$ cat config.mk
export PLATFORM = sky130hd
export DESIGN_NAME = qos_egress_wrr
export DESIGN_NICKNAME = d
export VERILOG_FILES = /design/src/rtl/qos_egress_wrr.sv
export SDC_FILE = /design/constraint.sdc
export NUM_CORES = 1
export LEC_CHECK = 0
export ABC_AREA = 0
export BUFFER_PORTS_ARGS = -buffer_cell sky130_fd_sc_hd__buf_2
export CORE_ASPECT_RATIO = 1.4
export CORE_MARGIN = 10
export CORE_UTILIZATION = 25
export CTS_CLUSTER_DIAMETER = 100
export DETAILED_ROUTE_END_ITERATION = 7
export GPL_ROUTABILITY_DRIVEN = 0
export PLACE_DENSITY = 0.59
export SYNTH_ARGS = -nofsm -noshare
export SYNTH_HDL_FRONTEND = slang
export SYNTH_SLANG_ARGS = --single-unit
$ cat constraint.sdc
create_clock -name clk -period 5.1 [get_ports clk]
set_input_delay 1.02 -clock clk [delete_from_list [all_inputs] [get_ports clk]]
set_output_delay 1.02 -clock clk [all_outputs]
set_load 0.1 [all_outputs]
$ cat src/rtl/qos_egress_wrr.sv
// Weighted round-robin drain of the four egress FIFOs into one tagged DW-bit valid/ready stream.
// Optional per-port transfer counters are compiled in when EGRESS_STATS_EN is defined.
module qos_egress_wrr #(
    parameter int DW = 12,
    parameter int W0 = 4,
    parameter int W1 = 3,
    parameter int W2 = 2,
    parameter int W3 = 1,
    parameter int CW = 4
) (
    input  logic          clk,
    input  logic          reset,
    input  logic [DW-1:0] fifo_data0,
    input  logic [DW-1:0] fifo_data1,
    input  logic [DW-1:0] fifo_data2,
    input  logic [DW-1:0] fifo_data3,
    input  logic          fifo_empty0,
    input  logic          fifo_empty1,
    input  logic          fifo_empty2,
    input  logic          fifo_empty3,
    output logic          pop0,
    output logic          pop1,
    output logic          pop2,
    output logic          pop3,
    output logic [DW-1:0] data_out,
    output logic [1:0]    port_out,
    output logic          valid_out,
    input  logic          ready_in
`ifdef EGRESS_STATS_EN
    ,
    input  logic [1:0]    stat_sel,
    input  logic          stat_clr,
    output logic [15:0]   stat_cnt
`endif
);

    typedef enum logic [1:0] {
        ARB  = 2'd0,
        CAP  = 2'd1,
        SEND = 2'd2
    } state_t;

    function automatic logic [CW-1:0] eff_weight(input int w);
        return (w == 0) ? CW'(1) : CW'(w);
    endfunction

    localparam logic [CW-1:0] CRED_ONE = CW'(1);

    logic [DW-1:0] fifo_data [4];
    logic [CW-1:0] weight    [4];
    logic [3:0]    non_empty;

    assign fifo_data[0] = fifo_data0;
    assign fifo_data[1] = fifo_data1;
    assign fifo_data[2] = fifo_data2;
    assign fifo_data[3] = fifo_data3;
    assign weight[0]    = eff_weight(W0);
    assign weight[1]    = eff_weight(W1);
    assign weight[2]    = eff_weight(W2);
    assign weight[3]    = eff_weight(W3);
    assign non_empty    = ~{fifo_empty3, fifo_empty2, fifo_empty1, fifo_empty0};

    state_t        state_q, state_d;
    logic [1:0]    ptr_q, ptr_d;
    logic [1:0]    sel_q, sel_d;
    logic [CW-1:0] cred_q, cred_d;
    logic [DW-1:0] data_out_q, data_out_d;
    logic [1:0]    port_out_q, port_out_d;
    logic          valid_out_q, valid_out_d;
    logic [3:0]    pop_vec;
    logic [1:0]    pick;
    logic [1:0]    cand;
    logic          found;

    always_comb begin
        state_d     = state_q;
        ptr_d       = ptr_q;
        sel_d       = sel_q;
        cred_d      = cred_q;
        data_out_d  = data_out_q;
        port_out_d  = port_out_q;
        valid_out_d = valid_out_q;
        pop_vec     = 4'b0000;
        pick        = ptr_q;
        cand        = ptr_q;
        found       = 1'b0;
        unique case (state_q)
            ARB: begin
                if (|non_empty) begin
                    if (!(non_empty[ptr_q] && cred_q != '0)) begin
                        // Search ptr+1, ptr+2, ptr+3 and finally ptr itself.
                        for (int k = 1; k <= 4; k++) begin
                            cand = ptr_q + 2'(k);
                            if (!found && non_empty[cand]) begin
                                pick  = cand;
                                found = 1'b1;
                            end
                        end
                        ptr_d  = pick;
                        cred_d = weight[pick];
                    end
                    pop_vec[pick] = 1'b1;
                    sel_d         = pick;
                    state_d       = CAP;
                end
            end
            CAP: begin
                data_out_d  = fifo_data[sel_q];
                port_out_d  = sel_q;
                valid_out_d = 1'b1;
                state_d     = SEND;
            end
            SEND: begin
                if (ready_in) begin
                    valid_out_d = 1'b0;
                    if (cred_q != '0) begin
                        cred_d = cred_q - CRED_ONE;
                    end
                    state_d = ARB;
                end
            end
            default: state_d = ARB;
        endcase
    end

    always_ff @(posedge clk or posedge reset) begin
        if (reset) begin
            state_q     <= ARB;
            ptr_q       <= 2'd0;
            sel_q       <= 2'd0;
            cred_q      <= eff_weight(W0);
            data_out_q  <= '0;
            port_out_q  <= 2'd0;
            valid_out_q <= 1'b0;
        end else begin
            state_q     <= state_d;
            ptr_q       <= ptr_d;
            sel_q       <= sel_d;
            cred_q      <= cred_d;
            data_out_q  <= data_out_d;
            port_out_q  <= port_out_d;
            valid_out_q <= valid_out_d;
        end
    end

    // Pop is decoded from registered state during ARB so the FIFO read data lands in CAP.
    assign pop0      = pop_vec[0] & ~reset;
    assign pop1      = pop_vec[1] & ~reset;
    assign pop2      = pop_vec[2] & ~reset;
    assign pop3      = pop_vec[3] & ~reset;
    assign data_out  = data_out_q;
    assign port_out  = port_out_q;
    assign valid_out = valid_out_q;

`ifdef EGRESS_STATS_EN
    logic [15:0] stat_view [4];
    genvar gi;
    for (gi = 0; gi < 4; gi++) begin : g_stat
        logic [15:0] cnt_q, cnt_d;
        always_comb begin
            cnt_d = cnt_q;
            if (stat_clr) begin
                cnt_d = '0;
            end else if (valid_out_q && ready_in && port_out_q == 2'(gi) && cnt_q != 16'hFFFF) begin
                cnt_d = cnt_q + 16'd1;
            end
        end
        always_ff @(posedge clk or posedge reset) begin
            if (reset) begin
                cnt_q <= '0;
            end else begin
                cnt_q <= cnt_d;
            end
        end
        assign stat_view[gi] = cnt_q;
    end
    assign stat_cnt = stat_view[stat_sel];
`endif

endmodule

==> run metrics, run 1 <==
Tcrit/Tclk final 0.757; RSZ-0062 raised after global routing no; FF-to-FF path depth 5; post-synthesis sequential area ratio 0.382; H-tree depth 1; largest stage delay on the critical path 0.50 ns; Post-synth EDFFs 0; 1st-iter DRT viols 17; initial antenna violation count 0; FF-to-FF Start ptr_q[1]; final setup margin 1.24 ns; CP Max Fanout 7; total CTS buffers 3; Skew-Pair Late Insertion Delay 0.26 ns; CP dominant cell by count buf_2; routed via count 1,252; Via density 4.82; pin count of the biggest net entering global routing 24; CP max stage cell mux4_2; number of global-route vias before repair 1,433; Layout Nets 248; global route overflow 0; Max Cap Viol 0; Synth top area share 0.365; Synth area leader dfrtp_1; startpoint of the worst hold path data_out[8]; run status completed; Gate Count Post-Synth 117; DRT Wirelength 3990 µm; DRC 0; Layout fillers 603; wire per inst 15.4 µm; Post-CTS Setup Inserts 0; DRT Pass-1 Iters 4; Worst EP required 4.08 ns; clk root buf clkbuf_8; Setup crit end kind primary output; Final Hold Viols 0; row count 33; synth-to-layout area growth 32.3%; CTS resizes 0; # setup viols final 0; Port Buffers 73; count of cell types in the netlist 40; most common cell after layout, fill and taps aside buf_2; Synth async-reset ratio 1.00; Max Clk Rate 0.259 GHz; Mapped Nets 174; multi-input gate area in the final layout 883 µm²; Hold Crit Class reg -> reg; reg2reg end ptr_q[0]; hold buffers post-CTS 0; CTS clk-pin slew, worst paths 0.08 ns; die footprint 0.00959 mm²; share of cells above drive strength 1 0.611; Worst Tran Pin Value 0.883 ns; Worst slew margin 0.411; post-route ant nets 0; Synth Register Bits 23; DIE WIDTH 85.7 µm; dpl hpwl 3260 µm; largest cells by area after synthesis dfrtp_1, mux4_2, mux2_2, mux2i_1, o32ai_4; pre-CTS WS 1.24 ns; Mean Syn Cell Area 12.9 µm²; kind of critical path in -> out; worst hold slack 0.504 ns; most frequent cells in the layout buf_2, dfrtp_1, mux2_2, mux4_2; core area 0.00586 mm²; CTS Buffer Depth 2; post-route clock skew 0.00131 ns; Worst Hold Depth 1; Layout Utilization 0.340; minimum clock period after layout 3.86 ns; crit path DAT 2.84 ns; Seq. cell area 577 µm²; setup_tns 0 ns; Antenna Cells 0; Hold EP data_out[8]; # clock sinks 23; IO Count 74; CP Launch Type input pin; first-pass GRT wire length 6770 µm; cell chain of the critical path buf_2 > mux4_2 > nor2_4 > mux2i_1 > and3_1 > buf_2; Ys Warns 0; Total GRT Usage 0.0844; max-slew violation count 0; CTS tree done; initial core utilization 0.257; setup slack, reg-to-reg 2.88 ns; Synth Cell Area 0.00151 mm²; Main synth FF type dfrtp_1; Chip Height 112 µm
## cell usage after synthesis (all sizes together), types with 2 or more instances
library cell and instances:
dfrtp 22, mux2 15, mux4 13, nor2 7, inv 6, nand2 6, buf 4, mux2i 4
nor2b 4, nor3b 3, o21ai 3, a211oi 2, a21oi 2, and3 2, clkbuf 2, ha 2
nand2b 2
## cell families (layout without fill, tap and decap cells)
| group | Yosys count | after routing | synth area share |
|---|---|---|---|
| simple gates | 31 | 31 | 0.123 |
| compound gates | 16 | 16 | 0.104 |
| fa+ha+maj | 2 | 2 | 0.0166 |
| flops | 23 | 23 | 0.382 |
| xor+xnor | 1 | 1 | 0.00581 |
| mux | 32 | 32 | 0.333 |
| buf+inv | 12 | 85 | 0.0365 |
## worst max-delay path, delay by kind of cell
| family | cells | cell delay, ns |
|---|---|---|
| buf+inv | 2 | 0.56 |
| mux | 2 | 0.88 |
| simple gates | 2 | 0.37 |
## state kept, by name, summed over array words and instances, names as in the netlist
name / cells
cred_q: 4
data_out: 12
port_out: 2
ptr_q: 2
state_q: 2
valid_out: 1
## worst max path at each step
stage	slack [ns]	to	startpoint	cells past startpoint
final	1.24	pop1	fifo_empty3	6
after global routing	1.04	pop1	ptr_q[1]	5
after CTS	1.22	pop1	ptr_q[1]	5
after detailed placement	1.24	pop1	fifo_empty3	6
after global placement	1.25	pop1	fifo_empty3	6
after floorplan	0.55	pop2	fifo_empty3	4
## layout make-up
| type | instances | share of cell area |
|---|---|---|
| timing repair buffer | 75 | 0.191 |
| multi-input combinational | 82 | 0.443 |
| clock buffer | 4 | 0.0226 |
| tap | 70 | 0.0439 |
| inverter | 6 | 0.0113 |
| sequential | 23 | 0.289 |
## per-layer routing
layer	routed length, µm	GRT usage	share of wire
met2	2020	0.148	0.51
met5	0	0	0
met1	1610	0.0944	0.40
met3	318	0.0219	0.080
met4	42	0.0297	0.011
## through the flow
| step | cells | cell area, µm² |
|---|---|---|
| floorplan | 117 | 1520 |
| global placement | 256 | 1950 |
| detailed placement | 256 | 1950 |
| CTS | 260 | 2000 |
| finish | 260 | 2000 |
| global route | 260 | 2000 |
Power of run 1 is left out: the tool's default activity adds up to more than one toggle a clock period on the data nets, which glitch-free logic cannot reach.
==> inputs of run 2 (changes only) <==
==> constraint.sdc (replaced) <==
create_clock -name clk -period 3.9 [get_ports clk]
set_input_delay 0.78 -clock clk [delete_from_list [all_inputs] [get_ports clk]]
set_output_delay 0.78 -clock clk [all_outputs]
set_load 0.1 [all_outputs]
==> run 2 against run 1 <==
Cell count increased by 0.38%. Largest cell class unchanged. Via count decreased by 1.4%. Hold slack lost 0.00097 ns. Critical endpoint unchanged. Non-clock buffer count increased by 1. Critical path depth down 1. Cell area up 2.3%. Worst setup slack worse by 0.88 ns. First-iteration DRC count rose by 76%.
==> run metrics, run 2 (synthesis gave the netlist of run 1 again) <==
Total GRT Usage 0.0855 (+0.00119); wire per inst 15.9 µm (+3.8%); global route overflow 0 (unchanged); CTS tree done; DRC 0 (unchanged); number of global-route vias before repair 1,389 (-3.1%); IO Count 74 (unchanged); synth-to-layout area growth 35.3%; DIE WIDTH 85.7 µm (unchanged); initial antenna violation count 0 (unchanged); routed via count 1,234 (-1.4%); Hold Crit Class reg -> reg; max reg flops 12 (unchanged); multi-input gate area in the final layout 892 µm² (+0.99%); Worst EP required 3.12 ns (-0.96 ns); run status completed; Layout Utilization 0.348 (+0.00789); Worst Tran Pin Value 0.889 ns (+0.00592 ns); share of cells above drive strength 1 0.613 (+0.00204); 1st-iter DRT viols 30 (+13); Skew-Pair Late Insertion Delay 0.26 ns (about the same); crit path DAT 2.76 ns (-0.08 ns); CP max stage cell dfrtp_1; worst hold slack 0.503 ns (-0.000970 ns); Max Cap Viol 0 (unchanged); Port Buffers 73 (unchanged); FF-to-FF Start ptr_q[0]; Setup crit start ptr_q[0]; Worst slew margin 0.407 (-0.00395); initial core utilization 0.257 (unchanged); Seq. cell area 577 µm² (unchanged); row count 33 (unchanged); Buf+Inv Stages, Crit Path 1 (-1); largest stage delay on the critical path 0.74 ns (+0.24 ns); Chip Height 112 µm (unchanged); # setup viols final 0 (unchanged); startpoint of the worst hold path data_out[5]; setup_tns 0 ns (unchanged); most frequent cells in the layout buf_2, dfrtp_1, mux2_2, mux4_2; Max Clk Rate 0.282 GHz; final setup margin 0.360 ns (-0.881 ns); Setup crit end kind primary output; post-route ant nets 0 (unchanged); kind of critical path reg -> out; die footprint 0.00959 mm² (unchanged); Antenna Cells 0 (unchanged); Via density 4.73 (-1.8%); CP Max Fanout 13 (+6); most common cell after layout, fill and taps aside buf_2; Layout Nets 249 (+0.40%); DRT Pass-1 Iters 4 (unchanged); Tcrit/Tclk final 0.908; post-route clock skew 0.00511 ns (+0.00380 ns); first-pass GRT wire length 6830 µm (+0.93%); H-tree depth 1 (unchanged); cell chain of the critical path mux4_2 > nor2_4 > mux2i_1 > and3_1 > buf_12; Final Hold Viols 0 (unchanged); total CTS buffers 3 (unchanged); max-slew violation count 0 (unchanged); CP top delay family multiplexers; pre-CTS WS 0.548 ns (-0.688 ns); DRT Wirelength 4160 µm (+4.2%); CTS Buffer Depth 2 (unchanged); hold buffers post-CTS 0 (unchanged); CTS resizes 0 (unchanged); CP Launch Type flop; Layout fillers 622 (+3.2%); minimum clock period after layout 3.54 ns; dpl hpwl 3510 µm (+7.6%); RSZ-0062 raised after global routing no; pin count of the biggest net entering global routing 24 (unchanged); # clock sinks 23 (unchanged); clk root buf clkbuf_8; CTS clk-pin slew, worst paths 0.08 ns (about the same); Post-CTS Setup Inserts 0 (unchanged); core area 0.00586 mm² (unchanged)
[run 2: worst paths after layout]
path,to,slack (ns),cells after the start
worst max-delay path,pop1,0.36,5
worst min-delay path,data_out[5],0.50,1
worst max register to register,ptr_q[0],1.56,4
worst min register to register,data_out[5],0.50,1
max in group asynchronous,data_out[3],2.62,2
min in group asynchronous,state_q[1],0.74,2
[run 2: metrics by stage]
step / std cells / instance area (µm²)
after floorplan: 117 / 1520
final: 261 / 2040
after global placement: 257 / 2000
after CTS: 261 / 2040
after global routing: 261 / 2040
after detailed placement: 257 / 2000
[run 2: area by class of cell]
type,instances,share of cell area
flip-flops and latches,23,0.282
repair buffers,76,0.205
multi-input cells,82,0.437
well taps,70,0.0429
inverters,6,0.0110
clock buffers,4,0.0221
[run 2: worst register-to-register path, cell delays in order, from the launching register on]
cell and delay (ns):
dfrtp_1 0.74, mux4_2 0.62, nor2_4 0.17, mux2i_1 0.49, mux2_2 0.26
[run 2: layer usage]
metal  GRT usage  wire (µm)  up-vias
li1            -          -      591
met1      0.0957       1720      595
met2       0.152       2120       44
met3      0.0190        273        4
met4      0.0308         44        0
met5           0          0        -
Power of run 2 is left out for the same reason.
==> inputs of run 3 (changes only) <==
--- a/config.mk
+++ b/config.mk
@@ -13,7 +13,7 @@
 export CTS_CLUSTER_DIAMETER = 100
 export DETAILED_ROUTE_END_ITERATION = 7
 export GPL_ROUTABILITY_DRIVEN = 0
-export PLACE_DENSITY = 0.59
+export PLACE_DENSITY = 0.56
 export SYNTH_ARGS = -nofsm -noshare
 export SYNTH_HDL_FRONTEND = slang
 export SYNTH_SLANG_ARGS = --single-unit
==> run 3 against run 2 <==
Non-clock buffer count decreased by 1. First-iteration DRC count increased by 130%. Worst setup slack improved by 0.17 ns. Routed wire length increased by 0.63%. Global-route usage increased by 0.093 points. Sequential cell count unchanged. Hold slack improved by 0.0033 ns. Clock-buffer cell count decreased by 1. Highest routed layer unchanged.
==> run metrics, run 3 (synthesis gave the netlist of run 1 again) <==
# clock sinks 23 (unchanged); setup_tns 0 ns (unchanged); most frequent cells in the layout buf_2, dfrtp_1, mux2_2, mux4_2; # setup viols final 0 (unchanged); pre-CTS WS 0.534 ns (-0.0142 ns); total CTS buffers 3 (unchanged); kind of critical path reg -> out; startpoint of the worst hold path data_out[9]; Worst EP required 3.12 ns (about the same); Max Cap Viol 0 (unchanged); CP Launch Type flop; Setup crit start ptr_q[1]; worst hold slack 0.506 ns (+0.00331 ns); initial core utilization 0.257 (unchanged); RSZ-0062 raised after global routing no; clk root buf clkbuf_8; DIE WIDTH 85.7 µm (unchanged); Port Buffers 73 (unchanged); Worst Tran Pin Value 0.885 ns (-0.00350 ns); max reg flops 12 (unchanged); core area 0.00586 mm² (unchanged); share of cells above drive strength 1 0.621 (+0.00849); Setup crit end kind primary output; max-slew violation count 0 (unchanged); DRT Wirelength 4190 µm (+0.63%); initial antenna violation count 0 (unchanged); CTS Buffer Depth 2 (unchanged); pin count of the biggest net entering global routing 24 (unchanged); wire per inst 16.1 µm (+1.0%); FF-to-FF path depth 4 (unchanged); Via density 4.77 (+0.79%); routed via count 1,239 (+0.41%); Chip Height 112 µm (unchanged); IO Count 74 (unchanged); DRT Pass-1 Iters 4 (unchanged); CTS tree done; row count 33 (unchanged); FF-to-FF Start ptr_q[1]; global route overflow 0 (unchanged); dpl hpwl 3440 µm (-1.8%); post-route clock skew 0.00714 ns (+0.00203 ns); Tcrit/Tclk final 0.864 (-0.0435); number of global-route vias before repair 1,373 (-1.2%); post-route ant nets 0 (unchanged); Layout fillers 597 (-4.0%); final setup margin 0.530 ns (+0.170 ns); Post-CTS Setup Inserts 0 (unchanged); die footprint 0.00959 mm² (unchanged); minimum clock period after layout 3.37 ns (-0.170 ns); Max Clk Rate 0.297 GHz (+5.0%); Final Hold Viols 0 (unchanged); DRC 0 (unchanged); Antenna Cells 0 (unchanged); CP Max Fanout 23 (+10); hold buffers post-CTS 0 (unchanged); Skew-Pair Late Insertion Delay 0.27 ns (about the same); most common cell after layout, fill and taps aside buf_2; 1st-iter DRT viols 69 (+130%); CTS clk-pin slew, worst paths 0.09 ns (about the same); crit path DAT 2.59 ns (-0.17 ns); synth-to-layout area growth 35.0%; H-tree depth 1 (unchanged); Worst slew margin 0.409 (+0.00233); Total GRT Usage 0.0865 (+0.000929); run status completed; first-pass GRT wire length 6840 µm (about the same); Layout Nets 248 (-0.40%); Worst Hold Depth 1 (unchanged); Hold Crit Class reg -> reg
## run 3: area by class of cell
type,count,area (µm²),share of cell area
Multi-Input combinational cell,82,892,0.438
Clock buffer,3,41.3,0.0203
Timing Repair Buffer,75,410,0.201
Tap cell,70,87.6,0.0430
Inverter,6,22.5,0.0111
Clock inverter,1,5.00,0.00246
Sequential cell,23,578,0.284
## run 3: path summary, 6_finish.rpt
| check | to | slack (ns) |
|---|---|---|
| min | data_out[9] | 0.51 |
| max reg2reg | ptr_q[0] | 1.85 |
| max in group asynchronous | ptr_q[1] | 2.57 |
| max | pop2 | 0.53 |
| min reg2reg | data_out[9] | 0.51 |
| min in group asynchronous | ptr_q[0] | 0.73 |
## run 3: worst max-delay path, stage by stage, from the launching register on
cell and delay [ns]:
dfrtp_2 0.60, nor2b_1 0.25, a211oi_1 0.08, a211oi_2 0.41
mux2i_1 0.27, nor4_4 0.24, buf_2 0.46
## run 3: metrics by stage
| step | instances | cell area (µm²) | utilization |
|---|---|---|---|
| final | 260 | 2040 | 0.347 |
| after global routing | 260 | 2040 | 0.347 |
| after CTS | 260 | 2040 | 0.347 |
| after detailed placement | 256 | 1990 | 0.339 |
| after global placement | 256 | 1990 | 0.339 |
| after floorplan | 117 | 1520 | - |
## run 3: per-layer routing
metal / GRT usage / part of all wire
met5: 0 / 0
met4: 0.0352 / 0.022
met3: 0.0226 / 0.064
met2: 0.148 / 0.52
met1: 0.0979 / 0.39
## run 3: timing repair
action / 4_1_cts / 5_1_grt
endpoints found under the hold margin: 0 / 0
endpoints found under the setup margin: 0 / 1
gates resized for setup: 0 / 1
Power of run 3 is left out for the same reason.
